===== src/rtl/interrupt_control_unit_if.sv =====
// Bus and core-handshake bundle for the interrupt control unit.
// The master side is the CPU core / bus fabric; the slave side is the ICU.
interface interrupt_control_unit_if;
  logic [15:0] data_bus_write;
  logic [15:0] data_bus_read;
  logic [31:0] data_bus_addr;
  logic [1:0]  data_bus_mode;
  logic        data_bus_select;
  logic        cpu_irq;
  logic [3:0]  cpu_irq_cause;
  logic        cpu_irq_ack;
  logic        cpu_irq_ret;

  modport master (
    output data_bus_write, data_bus_addr, data_bus_mode, data_bus_select,
    output cpu_irq_ack, cpu_irq_ret,
    input  data_bus_read, cpu_irq, cpu_irq_cause
  );

  modport slave (
    input  data_bus_write, data_bus_addr, data_bus_mode, data_bus_select,
    input  cpu_irq_ack, cpu_irq_ret,
    output data_bus_read, cpu_irq, cpu_irq_cause
  );
endinterface


===== src/rtl/interrupt_control_unit.sv =====
// Interrupt control unit: latches active-low IRQ lines into pending flags and
// delivers the lowest-index enabled line to the core through a req/ack/ret handshake.
module interrupt_control_unit #(
  parameter int NUM_IRQS = 8
) (
  input  logic                clk,
  input  logic                reset,
  input  logic [NUM_IRQS-1:0] irq_in_n,
  interrupt_control_unit_if.slave bus
);

  localparam logic [31:0] ADDR_MASK    = 32'h0000_4000;
  localparam logic [31:0] ADDR_PENDING = 32'h0000_4004;
  localparam logic [31:0] ADDR_STATUS  = 32'h0000_4008;
  localparam logic [31:0] ADDR_CTRL    = 32'h0000_400C;
  localparam logic [15:0] IMPL_MASK    = (NUM_IRQS >= 16) ? 16'hFFFF
                                         : 16'((32'd1 << NUM_IRQS) - 32'd1);

  typedef enum logic [1:0] {
    ST_IDLE    = 2'd0,
    ST_REQUEST = 2'd1,
    ST_SERVICE = 2'd2
  } state_t;

  state_t      state_r, state_nxt_s;
  logic [15:0] mask_r;
  logic [15:0] pending_r, pending_nxt_s;
  logic        ctrl_en_r;
  logic [3:0]  cause_r, cause_nxt_s;
  logic        cpu_irq_r, cpu_irq_nxt_s;

  logic        wr_en_s, rd_en_s;
  logic [15:0] irq_set_s;
  logic [15:0] w1c_s;
  logic [15:0] ack_clr_s;
  logic        ack_take_s;
  logic [15:0] candidates_s;
  logic [3:0]  sel_s;
  logic        live_s;
  logic [15:0] rd_data_s;

  function automatic logic [3:0] lowest_index(input logic [15:0] vec);
    logic [3:0] idx;
    idx = 4'd0;
    for (int i = 15; i >= 0; i--) begin
      if (vec[i]) begin
        idx = 4'(i);
      end else begin
        idx = idx;
      end
    end
    return idx;
  endfunction

  assign wr_en_s      = bus.data_bus_select && (bus.data_bus_mode == 2'b10);
  assign rd_en_s      = bus.data_bus_select && (bus.data_bus_mode == 2'b01);
  assign candidates_s = pending_r & mask_r;
  assign sel_s        = lowest_index(candidates_s);
  assign live_s       = pending_r[cause_r] & mask_r[cause_r] & ctrl_en_r;

  // Zero-extend the active-low lines into a 16-bit set vector.
  always_comb begin
    irq_set_s = 16'h0000;
    for (int i = 0; i < NUM_IRQS; i++) begin
      irq_set_s[i] = ~irq_in_n[i];
    end
  end

  // Pending clear sources; the set term is ORed in last so a live line wins.
  always_comb begin
    if (wr_en_s && (bus.data_bus_addr == ADDR_PENDING)) begin
      w1c_s = bus.data_bus_write;
    end else begin
      w1c_s = 16'h0000;
    end
    if (ack_take_s) begin
      ack_clr_s = 16'h0001 << cause_r;
    end else begin
      ack_clr_s = 16'h0000;
    end
    pending_nxt_s = ((pending_r & ~(w1c_s | ack_clr_s)) | irq_set_s) & IMPL_MASK;
  end

  // Handshake FSM next-state logic.
  always_comb begin
    state_nxt_s   = state_r;
    cause_nxt_s   = cause_r;
    cpu_irq_nxt_s = 1'b0;
    ack_take_s    = 1'b0;
    case (state_r)
      ST_IDLE: begin
        if (ctrl_en_r && (candidates_s != 16'h0000)) begin
          state_nxt_s   = ST_REQUEST;
          cause_nxt_s   = sel_s;
          cpu_irq_nxt_s = 1'b1;
        end else begin
          state_nxt_s   = ST_IDLE;
        end
      end
      ST_REQUEST: begin
        if (bus.cpu_irq_ack) begin
          ack_take_s    = 1'b1;
          state_nxt_s   = ST_SERVICE;
        end else if (!live_s) begin
          state_nxt_s   = ST_IDLE;
        end else begin
          cpu_irq_nxt_s = 1'b1;
        end
      end
      ST_SERVICE: begin
        if (bus.cpu_irq_ret) begin
          state_nxt_s = ST_IDLE;
        end else begin
          state_nxt_s = ST_SERVICE;
        end
      end
      default: begin
        state_nxt_s = ST_IDLE;
      end
    endcase
  end

  // FSM state, cause and request output registers.
  always_ff @(posedge clk or posedge reset) begin
    if (reset) begin
      state_r   <= ST_IDLE;
      cause_r   <= 4'd0;
      cpu_irq_r <= 1'b0;
    end else begin
      state_r   <= state_nxt_s;
      cause_r   <= cause_nxt_s;
      cpu_irq_r <= cpu_irq_nxt_s;
    end
  end

  // Software-visible registers.
  always_ff @(posedge clk or posedge reset) begin
    if (reset) begin
      mask_r    <= 16'h0000;
      pending_r <= 16'h0000;
      ctrl_en_r <= 1'b0;
    end else begin
      pending_r <= pending_nxt_s;
      if (wr_en_s && (bus.data_bus_addr == ADDR_MASK)) begin
        mask_r <= bus.data_bus_write & IMPL_MASK;
      end
      if (wr_en_s && (bus.data_bus_addr == ADDR_CTRL)) begin
        ctrl_en_r <= bus.data_bus_write[0];
      end
    end
  end

  // Read mux; unmapped addresses read zero.
  always_comb begin
    rd_data_s = 16'h0000;
    if (rd_en_s) begin
      case (bus.data_bus_addr)
        ADDR_MASK:    rd_data_s = mask_r;
        ADDR_PENDING: rd_data_s = pending_r;
        ADDR_STATUS:  rd_data_s = {6'b000000, (state_r == ST_SERVICE),
                                   (state_r == ST_REQUEST), 4'b0000, cause_r};
        ADDR_CTRL:    rd_data_s = {15'h0000, ctrl_en_r};
        default:      rd_data_s = 16'h0000;
      endcase
    end else begin
      rd_data_s = 16'h0000;
    end
  end

  assign bus.data_bus_read  = rd_data_s;
  assign bus.cpu_irq        = cpu_irq_r;
  assign bus.cpu_irq_cause  = cause_r;

endmodule


===== src/flat_wrapper.sv =====
// flat-port wrapper written by rule: the top's interface ports become plain ports
module interrupt_control_unit_flat 
#(
  parameter int NUM_IRQS = 8
)
  (clk, reset, irq_in_n, bus_data_bus_write, bus_data_bus_addr, bus_data_bus_mode, bus_data_bus_select, bus_cpu_irq_ack, bus_cpu_irq_ret, bus_data_bus_read, bus_cpu_irq, bus_cpu_irq_cause);
  interrupt_control_unit_if bus_i ();
  input  logic clk;
  input  logic reset;
  input  logic [NUM_IRQS-1:0] irq_in_n;
  input wire logic [$bits(bus_i.data_bus_write)-1:0] bus_data_bus_write;
  input wire logic [$bits(bus_i.data_bus_addr)-1:0] bus_data_bus_addr;
  input wire logic [$bits(bus_i.data_bus_mode)-1:0] bus_data_bus_mode;
  input wire logic [$bits(bus_i.data_bus_select)-1:0] bus_data_bus_select;
  input wire logic [$bits(bus_i.cpu_irq_ack)-1:0] bus_cpu_irq_ack;
  input wire logic [$bits(bus_i.cpu_irq_ret)-1:0] bus_cpu_irq_ret;
  output wire logic [$bits(bus_i.data_bus_read)-1:0] bus_data_bus_read;
  output wire logic [$bits(bus_i.cpu_irq)-1:0] bus_cpu_irq;
  output wire logic [$bits(bus_i.cpu_irq_cause)-1:0] bus_cpu_irq_cause;
  assign bus_i.data_bus_write = bus_data_bus_write;
  assign bus_i.data_bus_addr = bus_data_bus_addr;
  assign bus_i.data_bus_mode = bus_data_bus_mode;
  assign bus_i.data_bus_select = bus_data_bus_select;
  assign bus_i.cpu_irq_ack = bus_cpu_irq_ack;
  assign bus_i.cpu_irq_ret = bus_cpu_irq_ret;
  assign bus_data_bus_read = bus_i.data_bus_read;
  assign bus_cpu_irq = bus_i.cpu_irq;
  assign bus_cpu_irq_cause = bus_i.cpu_irq_cause;
  interrupt_control_unit #(.NUM_IRQS(NUM_IRQS)) u_core (.clk(clk), .reset(reset), .irq_in_n(irq_in_n), .bus(bus_i));
endmodule

===== config.mk =====
export PLATFORM = sky130hd
export DESIGN_NAME = interrupt_control_unit_flat
export DESIGN_NICKNAME = d
export VERILOG_FILES = /design/src/rtl/interrupt_control_unit_if.sv /design/src/rtl/interrupt_control_unit.sv /design/src/flat_wrapper.sv
export SDC_FILE = /design/constraint.sdc
export NUM_CORES = 1
export LEC_CHECK = 0
export ABC_AREA = 1
export CORE_MARGIN = 3
export CORE_UTILIZATION = 38
export CTS_BUF_LIST = sky130_fd_sc_hd__clkbuf_4 sky130_fd_sc_hd__clkbuf_8 sky130_fd_sc_hd__clkbuf_16
export DETAILED_ROUTE_END_ITERATION = 12
export PLACE_DENSITY = 0.77
export SLEW_MARGIN = 10
export SYNTH_ARGS = -nofsm -noshare
export SYNTH_HDL_FRONTEND = slang
export SYNTH_SLANG_ARGS = --single-unit

===== constraint.sdc =====
create_clock -name clk -period 1.6 [get_ports clk]
set_input_delay 0.32 -clock clk [delete_from_list [all_inputs] [get_ports clk]]
set_output_delay 0.32 -clock clk [all_outputs]
set_load 0.03 [all_outputs]

# == After elaboration in Yosys (flattened, before gate mapping) ==
# Cells that the tools add are included.
# totals
reg_bits,24
input_bits,63
out_inout_bits,21
elab_cells,76
# op_classes
order_cmp,1
n_eq_ne,9
shift,1
mux,35
bitwise_logic,15
reduce_logical,9
# ops
cell,count
equality test 32 x 15 -> 1 bit (second input constant),4
two-way mux 4 bit,16
case mux 10 bit (4 select lines),1
bitwise AND 8 bit,2
two-way mux 8 bit,2
OR 8 bit,2
nonzero test 16 bit,1
two-way mux 10 bit,1
binary-select mux 1 bit (select 4 bit),2
two-way mux 1 bit,8
NOT 1 bit,8
NOT 8 bit,1
<< shifter 1 x 4 -> 8 bit (first input constant),1
logical AND 1 bit,6
two-way mux 2 bit,3
case mux 2 bit (3 select lines),1
less-than comparator 4 x 5 -> 1 bit (second input constant),1
equality test 2 x 1 -> 1 bit (second input constant),2
equality test 2 bit (second input constant),2
!= test 3 bit (second input constant),1
bitwise AND 1 bit,2
zero test 2 bit,1
case mux 1 bit (2 select lines),1
AND reduction 2 bit,1

# == Depth between registers and ports, before layout ==
# Gate-level depths: netlist (run 1).
# depth
depth_word,16
mapped_depth,10
ltp_nobuf,10

# == Worst setup path before layout (run 1) ==
# No wires, ideal clock.
# synth_path
path_type,input to output
from,input bus_data_bus_addr[31]
to,output bus_data_bus_read[1]
arrival_ns,1.453
t_required_ns,1.280
slack_ns,-0.173
path_stages,9
path_buffers,0
path_cell_list,nor2_1 > nand2_1 > nor2_2 > nand2_4 > nor2_4 > o21ai_2 > nand2_2 > nand2_4 > nor2_2
# synth_via
elab_chain_len,3
word_cells_on_any_way,6
cone_classes,eq/ne: 4; mux: 2
# synth_rtl
element,line,rtl
"start, declared",flat_wrapper.sv:12,input wire logic [$bits(bus_i.data_bus_addr)-1:0] bus_data_bus_addr;
equality test 32 x 15 -> 1 bit,interrupt_control_unit.sv:157,case (bus.data_bus_addr)
case mux 10 bit (4 select lines) *,interrupt_control_unit.sv:157,
two-way mux 10 bit *,interrupt_control_unit.sv:156,if (rd_en_s) begin
"end, declared",flat_wrapper.sv:17,output wire logic [$bits(bus_i.data_bus_read)-1:0] bus_data_bus_read;
# Mark *: on every way between the ends. The rest lies on a longest branch, timed or not.

# == Worst setup path after layout (run 1) ==
# layout_path
from,input bus_data_bus_addr[5]
to,output bus_data_bus_read[6]
# The elaborated chain is that of the path after synthesis.

==> flow_metrics.py, run 1 <==
metrics = {
    "outcome": {
        "outcome": "complete, but fails checks",
        "violations": "negative setup slack",
    },
    "timing": {
        "final-setup-viol-count": 10,
        "slew_violations": 0,
        "setup_slack_ps": -300,
        "fmax_ghz": 0.526,
        "rsz0062_at_grt": "true",
        "whs_ps": 384,
        "skew_ps": 1.20,
        "hold_viol_final": 0,
        "min_period_ps": 1900,
        "tns_ps": -2650,
        "period_share": 1.19,
    },
    "global_route": {
        "antenna_found_initial": 0,
        "grt_usage": 0.220,
        "grt_pass1_wl_um": 10700,
        "grt_pass1_vias": 2251,
        "overflow": 0,
        "grt_max_degree": 24,
    },
    "placement": {
        "place_area_um2": 2900,
        "numPortBuffers": 68,
        "pre_cts_ws_ps": -691,
        "place_congestion": 0.902,
        "dp_hpwl_um": 4830,
        "place_inst": 443,
    },
    "worst_hold_path": {
        "hold_class": "input port to asynchronous set/reset pin",
    },
    "pwr": {
        "p_per_area_nw_per_um2": 383,
        "p_total_mw": 1.22,
        "peakVddDrop_mv": 0.386,
        "total_leakage_power_nw": 1.56,
    },
    "finish": {
        "antennaDiodeCount": 0,
        "final_common_cell": "nand2_1",
        "design_area_um2": 3190,
        "seq_area_um2": 576,
        "fillers": 402,
        "layout_common_cells": "nand2_1, buf_6, nor2_4",
        "fin_nets": 455,
        "final_cells": 458,
        "area_growth_pct": 66.6,
        "layout-drive-gt1-share": 0.394,
        "utilization": 0.667,
        "multiInputGateArea_um2": 1420,
    },
    "drt": {
        "post_drt_wl_per_cell_um": 14.0,
        "drc": 0,
        "wl_met1_um": 2620,
        "via_count": 2272,
        "via_per_inst": 4.96,
        "wl_met3_um": 471,
        "dr.first_iter.drc_count": 146,
        "drt-total-wl_um": 6410,
        "wl_met2_um": 3210,
        "dr.pass1.iters": 4,
        "routed.top_layer": "met4",
        "ant_nets": 0,
    },
    "clocking": {
        "clock_sinks": 23,
        "clk_pin_slew_ps": 90,
        "clock_latency_ps": 270,
        "cts_buffer_depth": 2,
        "cts_tree": "built",
        "holdBufCountCts": 0,
        "cts_buffers": 3,
        "cts_root_buf": "clkbuf_8",
        "h-tree-depth": 1,
    },
    "die": {
        "die_w_um": 77,
        "start_util": 0.400,
        "row_count": 25,
        "die_h_um": 77,
        "ios": 84,
        "dieArea_um2": 5930,
        "core-area_um2": 4790,
    },
    "critical_path": {
        "r2r_start": "u_core.bus.cpu_irq_cause[1]",
        "worst-path-buf-inv": 4,
        "crit_chain": "buf_6 > nor2_4 > buf_6 > nand3b_4 > nor2_8 > buf_6 > o21ai_2 > nand2_2 > nand2_8 > nor2_4 > buf_6",
        "crit_top_cell": "buf_6",
        "cp_max_fo": 8,
        "cp_slowest_cell": "nor2_8",
        "required_ps": 1280,
        "worst_path_largest_cell_delay_ps": 150,
        "cp-start-kind": "input port",
        "r2r_cells": 8,
        "crit_arrival_ps": 1580,
        "endpoint_kind": "output pin",
        "crit_type": "input port to output pin",
        "crit_start": "bus_data_bus_addr[5]",
        "crit_family": "simple AND/OR/NAND/NOR gates",
        "path_depth": 11,
    },
    "synth": {
        "postSynthAreaPerCell_um2": 6.61,
        "ys_warn_count": 0,
        "yosysSeqAreaShare": 0.300,
        "synthesis.area_um2": 1920,
        "synth-seq-cells": 23,
        "yosysUniqueCellTypes": 32,
        "syn_inst": 290,
    },
    "job": {
        "maxCapViolations": 0,
    },
}
-- cells by family (layout without fill, tap and decap cells) --
| group | count (synthesis) | in the layout | synth area share |
|---|---|---|---|
| other | 1 | 7 | 0.00196 |
| and+or+nand+nor | 198 | 199 | 0.502 |
| AOI/OAI and AO/OA | 29 | 29 | 0.0973 |
| buffers and inverters | 39 | 133 | 0.0980 |
| DFF | 23 | 23 | 0.300 |
-- worst paths after layout --
check / endpoint / slack (ps)
min: u_core.pending_r[4] / 380
max: bus_data_bus_read[6] / -300
max in group asynchronous: u_core.bus.cpu_irq_cause[2] / 990
min reg2reg: u_core.mask_r[6] / 600
min in group clk: u_core.pending_r[1] / 530
max reg2reg: u_core.state_r[0] / 160
-- state kept, by name, summed over array words and instances, names as in the netlist --
| signal | cells |
|---|---|
| u_core.mask_r | 8 |
| u_core.pending_r | 8 |
| u_core.bus.cpu_irq_cause | 3 |
| u_core.state_r | 2 |
| u_core.bus.cpu_irq | 1 |
| u_core.ctrl_en_r | 1 |
-- tightest hold or removal path, cell delays in order --
cell and delay, ps:
clkdlybuf4s50_1 390, inv_1 50, buf_4 290
-- per-layer routing --
layer,up-vias,GRT usage
met4,0,0.0552
met5,-,0
met2,92,0.374
met1,1056,0.290
met3,10,0.0364
li1,1114,-
-- cell usage after synthesis (all sizes together) --
master,number,area share
nand2,105,0.23
nor2,54,0.16
inv,29,0.057
nand3,26,0.068
dfrtp,23,0.30
o21ai,15,0.043
buf,9,0.039
o21a,5,0.020
nand4,4,0.013
nor3,4,0.010
a22oi,3,0.012
a21oi,2,0.0052
nand3b,2,0.016
a21boi,1,0.0039
a31o,1,0.0046
and2,1,0.0046
clkbuf,1,0.0020
conb,1,0.0020
nor4,1,0.0033
o2111ai,1,0.0046
o31a,1,0.0046
or2,1,0.0033
-- final cells by class --
type | count | area share
flip-flops and latches | 23 | 0.180
well taps | 67 | 0.0263
clock buffers | 3 | 0.0129
inverters | 29 | 0.0341
multi-input cells | 235 | 0.446
repair buffers | 100 | 0.298
clock inverters | 1 | 0.00235
-- report_power, final --
part / leakage [nW] / switching, mW / internal, mW / total [mW]
Sequential: 0.269 / 0.0000000127 / 0.581 / 0.581
Combinational: 1.27 / 0.117 / 0.146 / 0.263
Clock: 0.0217 / 0.202 / 0.176 / 0.379
-- timing repair --
item	4_1_cts	5_1_grt
pin swaps	43	37
gates resized for setup	160	35
setup buffers	9	2
endpoints found under the setup margin	29	30
gates cloned	2	0
hold endpoints to repair	0	0
(Power assumes the default switching activity.)
==> run 2, diff against run 1 <==
Settings changed: CORE_ASPECT_RATIO set to 1.1, CTS_BUF_LIST sky130_fd_sc_hd__clkbuf_4 sky130_fd_sc_hd__clkbuf_8 sky130_fd_sc_hd__clkbuf_16 to unset.
==> run 2 against run 1 <==
Net effect:
- the flow still finishes with violations (negative setup slack)
- via count up 2.0%
- final cell count down 0.87%
- total power down 1.6%
- core utilization up 0.93 points
- register-to-register slack about the same
- first-iteration DRC count down 35%
- clock skew up 0.70 ps
- maximum frequency down 2.5%
- critical path depth up 1
- setup slack worse by 48 ps
- non-clock buffer count up 7
- hold slack better by 3.1 ps
- critical path type unchanged
==> flow_metrics.py, run 2 (same netlist as run 1, synthesis figures left out) <==
metrics = {
    "timing": {
        "period_share": 1.22,
        "rsz0062_at_grt": "true",
        "slew_violations": 0,
        "tns_ps": -2910,
        "final-setup-viol-count": 10,
        "skew_ps": 1.89,
        "min_period_ps": 1950,
        "setup_slack_ps": -348,
        "fmax_ghz": 0.513,
        "hold_viol_final": 0,
    },
    "drt": {
        "ant_nets": 0,
        "dr.pass1.iters": 4,
        "via_per_inst": 5.11,
        "drc": 0,
        "dr.first_iter.drc_count": 95,
        "post_drt_wl_per_cell_um": 14.1,
        "via_count": 2318,
        "drt-total-wl_um": 6420,
    },
    "finish": {
        "antennaDiodeCount": 0,
        "final_common_cell": "nand2_1",
        "fin_nets": 462,
        "layout-drive-gt1-share": 0.412,
        "area_growth_pct": 67.6,
        "layout_common_cells": "nand2_1, buf_6, buf_4",
        "fillers": 397,
    },
    "critical_path": {
        "cp_max_fo": 5,
        "crit_start": "bus_data_bus_addr[5]",
        "required_ps": 1280,
        "crit_arrival_ps": 1630,
        "r2r_start": "u_core.bus.cpu_irq_cause[0]",
        "endpoint_kind": "output pin",
        "cp-start-kind": "input port",
        "crit_type": "input port to output pin",
    },
    "die": {
        "ios": 84,
        "start_util": 0.403,
        "core-area_um2": 4750,
        "row_count": 26,
        "dieArea_um2": 5930,
        "die_w_um": 73.7,
        "die_h_um": 80.5,
    },
    "pwr": {
        "p_per_area_nw_per_um2": 375,
        "total_leakage_power_nw": 1.60,
        "p_seq_frac": 0.483,
        "p_total_mw": 1.20,
        "combPwrFrac": 0.212,
        "switching_share": 0.257,
        "power_switching_mw": 0.309,
        "peakVddDrop_mv": 0.279,
        "p_clk_frac": 0.305,
        "p_int_mw": 0.894,
    },
    "outcome": {
        "violations": "negative setup slack",
        "outcome": "complete, but fails checks",
    },
    "global_route": {
        "grt_max_degree": 24,
        "grt_usage": 0.221,
        "overflow": 0,
        "grt_pass1_vias": 2340,
        "antenna_found_initial": 0,
        "grt_pass1_wl_um": 10400,
    },
    "clocking": {
        "h-tree-depth": 1,
        "clock_sinks": 23,
        "clk_pin_slew_ps": 80,
        "cts_tree": "built",
        "cts_buffer_depth": 2,
        "cts_root_buf": "clkbuf_8",
        "clock_latency_ps": 260,
        "cts_buffers": 3,
    },
    "worst_hold_path": {
        "hold_class": "input port to asynchronous set/reset pin",
    },
    "placement": {
        "dp_hpwl_um": 4640,
        "place_congestion": 0.866,
        "numPortBuffers": 68,
    },
    "job": {
        "maxCapViolations": 0,
    },
}
run 2: layout make-up:
| class | instances | area (µm²) | area share |
|---|---|---|---|
| repair buffers | 107 | 990 | 0.308 |
| flip-flops and latches | 23 | 577 | 0.180 |
| inverters | 29 | 109 | 0.0339 |
| well taps | 56 | 70.1 | 0.0218 |
| clock buffers | 3 | 41.3 | 0.0129 |
| multi-input cells | 235 | 1420 | 0.442 |
| clock inverters | 1 | 5.00 | 0.00156 |
run 2: worst max-delay path, stage by stage:
cell and delay (ps):
buf_6 90, nor2_4 130, buf_6 110, nand3b_4 90, nor2_8 180, buf_12 120
buf_16 100, nand3_1 90, nand2_1 110, inv_2 50, nor2_4 100, buf_6 130
run 2: power groups by stage:
stage / logic, mW / registers [mW] / clock network [mW]
floorplan: 0.0838 / 0.592 / 0
global placement: 0.242 / 0.592 / 0
detailed placement: 0.245 / 0.592 / 0
CTS: 0.241 / 0.581 / 0.377
global route: 0.278 / 0.581 / 0.395
finish: 0.255 / 0.581 / 0.367
run 2: worst paths after layout:
path	endpoint	slack [ps]	cells past startpoint
hold / removal	u_core.pending_r[6]	390	3
hold reg to reg	u_core.mask_r[0]	580	2
setup / recovery	bus_data_bus_read[5]	-350	12
min in group clk	u_core.pending_r[5]	530	2
setup reg to reg	u_core.bus.cpu_irq	160	8
max in group asynchronous	u_core.bus.cpu_irq_cause[1]	970	3
run 2: timing repair:
item,in CTS,in global routing
buffers inserted,13,2
pin swaps,40,29
gates resized for setup,161,29
gates cloned,2,0
hold buffers,0,0
endpoints found under the setup margin,30,30
run 2: metal layers:
layer | GRT usage | up-vias | share of wire
met5 | 0 | - | 0
met2 | 0.392 | 103 | 0.50
met4 | 0.0833 | 0 | 0.034
li1 | - | 1125 | -
met3 | 0.0413 | 22 | 0.082
met1 | 0.258 | 1068 | 0.38
run 2: through the flow:
stage | cells | area, µm² | hold slack [ps] | worst slack, ps | utilization
CTS | 453 | 3120 | 393 | -307 | 0.656
global route | 454 | 3210 | 428 | -423 | 0.676
floorplan | 296 | 2030 | 322 | -110 | -
detailed placement | 434 | 2880 | 560 | -680 | 0.607
finish | 454 | 3210 | 387 | -348 | 0.676
global placement | 434 | 2880 | 549 | -634 | 0.607
==> run 3, diff against run 2 <==
Settings changed: CORE_ASPECT_RATIO 1.1 to 0.6.
==> run 3 against run 2 <==
Net effect:
- the run still ends with negative setup slack left
- final area fell by 0.82%
- core utilization up 0.053 points
- total power rose by 2.4%
- hold slack lost 7.6 ps
- clock power rose by 7.4%
- first-iteration DRC count up 110%
- flip-flop and latch count stayed put
- non-clock buffer count is 11 lower
- clock skew grew 4.7 ps
- critical path type unchanged
- critical endpoint is now bus_data_bus_read[7]
- highest routed layer unchanged
==> flow_metrics.py, run 3 (same netlist as run 1, synthesis figures left out) <==
metrics = {
    "timing": {
        "rsz0062_at_grt": "true",
        "final-setup-viol-count": 10,
        "period_share": 1.19,
        "setup_slack_ps": -307,
        "min_period_ps": 1910,
        "fmax_ghz": 0.524,
        "skew_ps": 6.55,
        "hold_viol_final": 0,
        "slew_violations": 0,
    },
    "clocking": {
        "h-tree-depth": 1,
        "clock_latency_ps": 280,
        "holdBufCountCts": 0,
        "clock_sinks": 23,
        "clk_pin_slew_ps": 100,
        "cts_buffers": 3,
        "cts_tree": "built",
        "cts_root_buf": "clkbuf_8",
        "cts_buffer_depth": 2,
    },
    "finish": {
        "final_cells": 450,
        "layout-drive-gt1-share": 0.429,
        "layout_common_cells": "nand2_1, buf_6, nor2_4",
        "utilization": 0.677,
        "fillers": 399,
        "seq_area_um2": 576,
        "area_growth_pct": 66.2,
        "antennaDiodeCount": 0,
        "multiInputGateArea_um2": 1470,
        "final_common_cell": "nand2_1",
        "fin_nets": 451,
    },
    "global_route": {
        "antenna_found_initial": 0,
        "grt_pass1_vias": 2083,
        "grt_pass1_wl_um": 10300,
        "overflow": 0,
        "grt_usage": 0.221,
        "grt_max_degree": 24,
    },
    "drt": {
        "via_count": 2240,
        "post_drt_wl_per_cell_um": 14.7,
        "dr.pass1.iters": 4,
        "via_per_inst": 4.98,
        "ant_nets": 0,
        "dr.first_iter.drc_count": 196,
        "drc": 0,
        "drt-total-wl_um": 6600,
    },
    "job": {
        "maxCapViolations": 0,
    },
    "critical_path": {
        "cp_max_fo": 8,
        "crit_type": "input port to output pin",
        "cp-start-kind": "input port",
        "crit_arrival_ps": 1590,
        "r2r_cells": 8,
        "required_ps": 1280,
        "endpoint_kind": "output pin",
    },
    "die": {
        "dieArea_um2": 5960,
        "die_h_um": 61.0,
        "die_w_um": 97.7,
        "core-area_um2": 4710,
        "ios": 84,
        "row_count": 19,
        "start_util": 0.407,
    },
    "pwr": {
        "total_leakage_power_nw": 1.54,
        "peakVddDrop_mv": 0.312,
        "p_per_area_nw_per_um2": 387,
        "p_total_mw": 1.23,
    },
    "placement": {
        "place_inst": 435,
        "numPortBuffers": 68,
        "place_congestion": 0.933,
        "dp_hpwl_um": 4920,
    },
    "outcome": {
        "outcome": "complete, but fails checks",
        "violations": "negative setup slack",
    },
    "worst_hold_path": {
        "hold_class": "input port to asynchronous set/reset pin",
    },
}
-- run 3: cell types whose count changed in the layout (fill, tap and decap cells not counted), sizes merged --
cell           previous run  this run
buf                      77        68
dlymetal6s2s              0         1
clkinvlp                  0         1
clkinv                    1         0
clkdlybuf4s50            20        22
dlygate4sd2               8         3
-- run 3: worst paths after layout --
| check | slack [ps] | endpoint | start |
|---|---|---|---|
| min in group clk | 530 | u_core.pending_r[5] | irq_in_n[5] |
| setup / recovery | -310 | bus_data_bus_read[7] | bus_data_bus_addr[23] |
| hold reg to reg | 610 | u_core.mask_r[0] | u_core.mask_r[0] |
| setup reg to reg | 150 | u_core.bus.cpu_irq | u_core.bus.cpu_irq_cause[1] |
| max in group asynchronous | 980 | u_core.mask_r[0] | reset |
| hold / removal | 380 | u_core.mask_r[7] | reset |
-- run 3: per-stage QoR --
| step | cell area [µm²] | setup slack (ps) | setup TNS (ps) | hold slack, ps |
|---|---|---|---|---|
| 2_1_floorplan | 2030 | -110 | -944 | 322 |
| 3_3_place_gp | 2850 | -637 | -13520 | 566 |
| 3_5_place_dp | 2850 | -696 | -15240 | 568 |
| 4_1_cts | 3130 | -314 | -2700 | 391 |
| 5_1_grt | 3180 | -402 | -3740 | 424 |
| 6_report | 3180 | -307 | -2700 | 379 |
-- run 3: critical path, cell delays in order --
cell	delay [ps]
buf_6	90
nor2_2	120
nand2_2	70
nor2_4	120
nand2_4	110
nor2_4	150
buf_12	150
nand3_2	80
nand2_2	90
inv_2	40
nor2_4	90
buf_6	130
-- run 3: layout make-up --
cell class | instances | share of cell area
Tap cell | 63 | 0.0248
Timing Repair Buffer | 96 | 0.283
Clock inverter | 1 | 0.00236
Clock buffer | 3 | 0.0130
Inverter | 29 | 0.0342
Multi-Input combinational cell | 235 | 0.462
Sequential cell | 23 | 0.181
-- run 3: routing by layer --
metal  track usage  routed length (µm)  share of wire
met2         0.351                2900           0.44
met4        0.0178                  24         0.0036
met1         0.322                2940           0.45
met5             0                   0              0
met3        0.0517                 736           0.11
-- run 3: power by group --
| part | switching, mW | internal (mW) |
|---|---|---|
| sequential | 0.0000000128 | 0.581 |
| combinational | 0.119 | 0.139 |
| clock | 0.217 | 0.177 |
| total | 0.336 | 0.896 |
-- run 3: what timing repair did --
item                                    4_1_cts  5_1_grt
endpoints found under the setup margin       30       22
gates cloned                                  2        0
resized for setup                           182       26
pin swaps                                    46       39
buffers inserted                             11        0
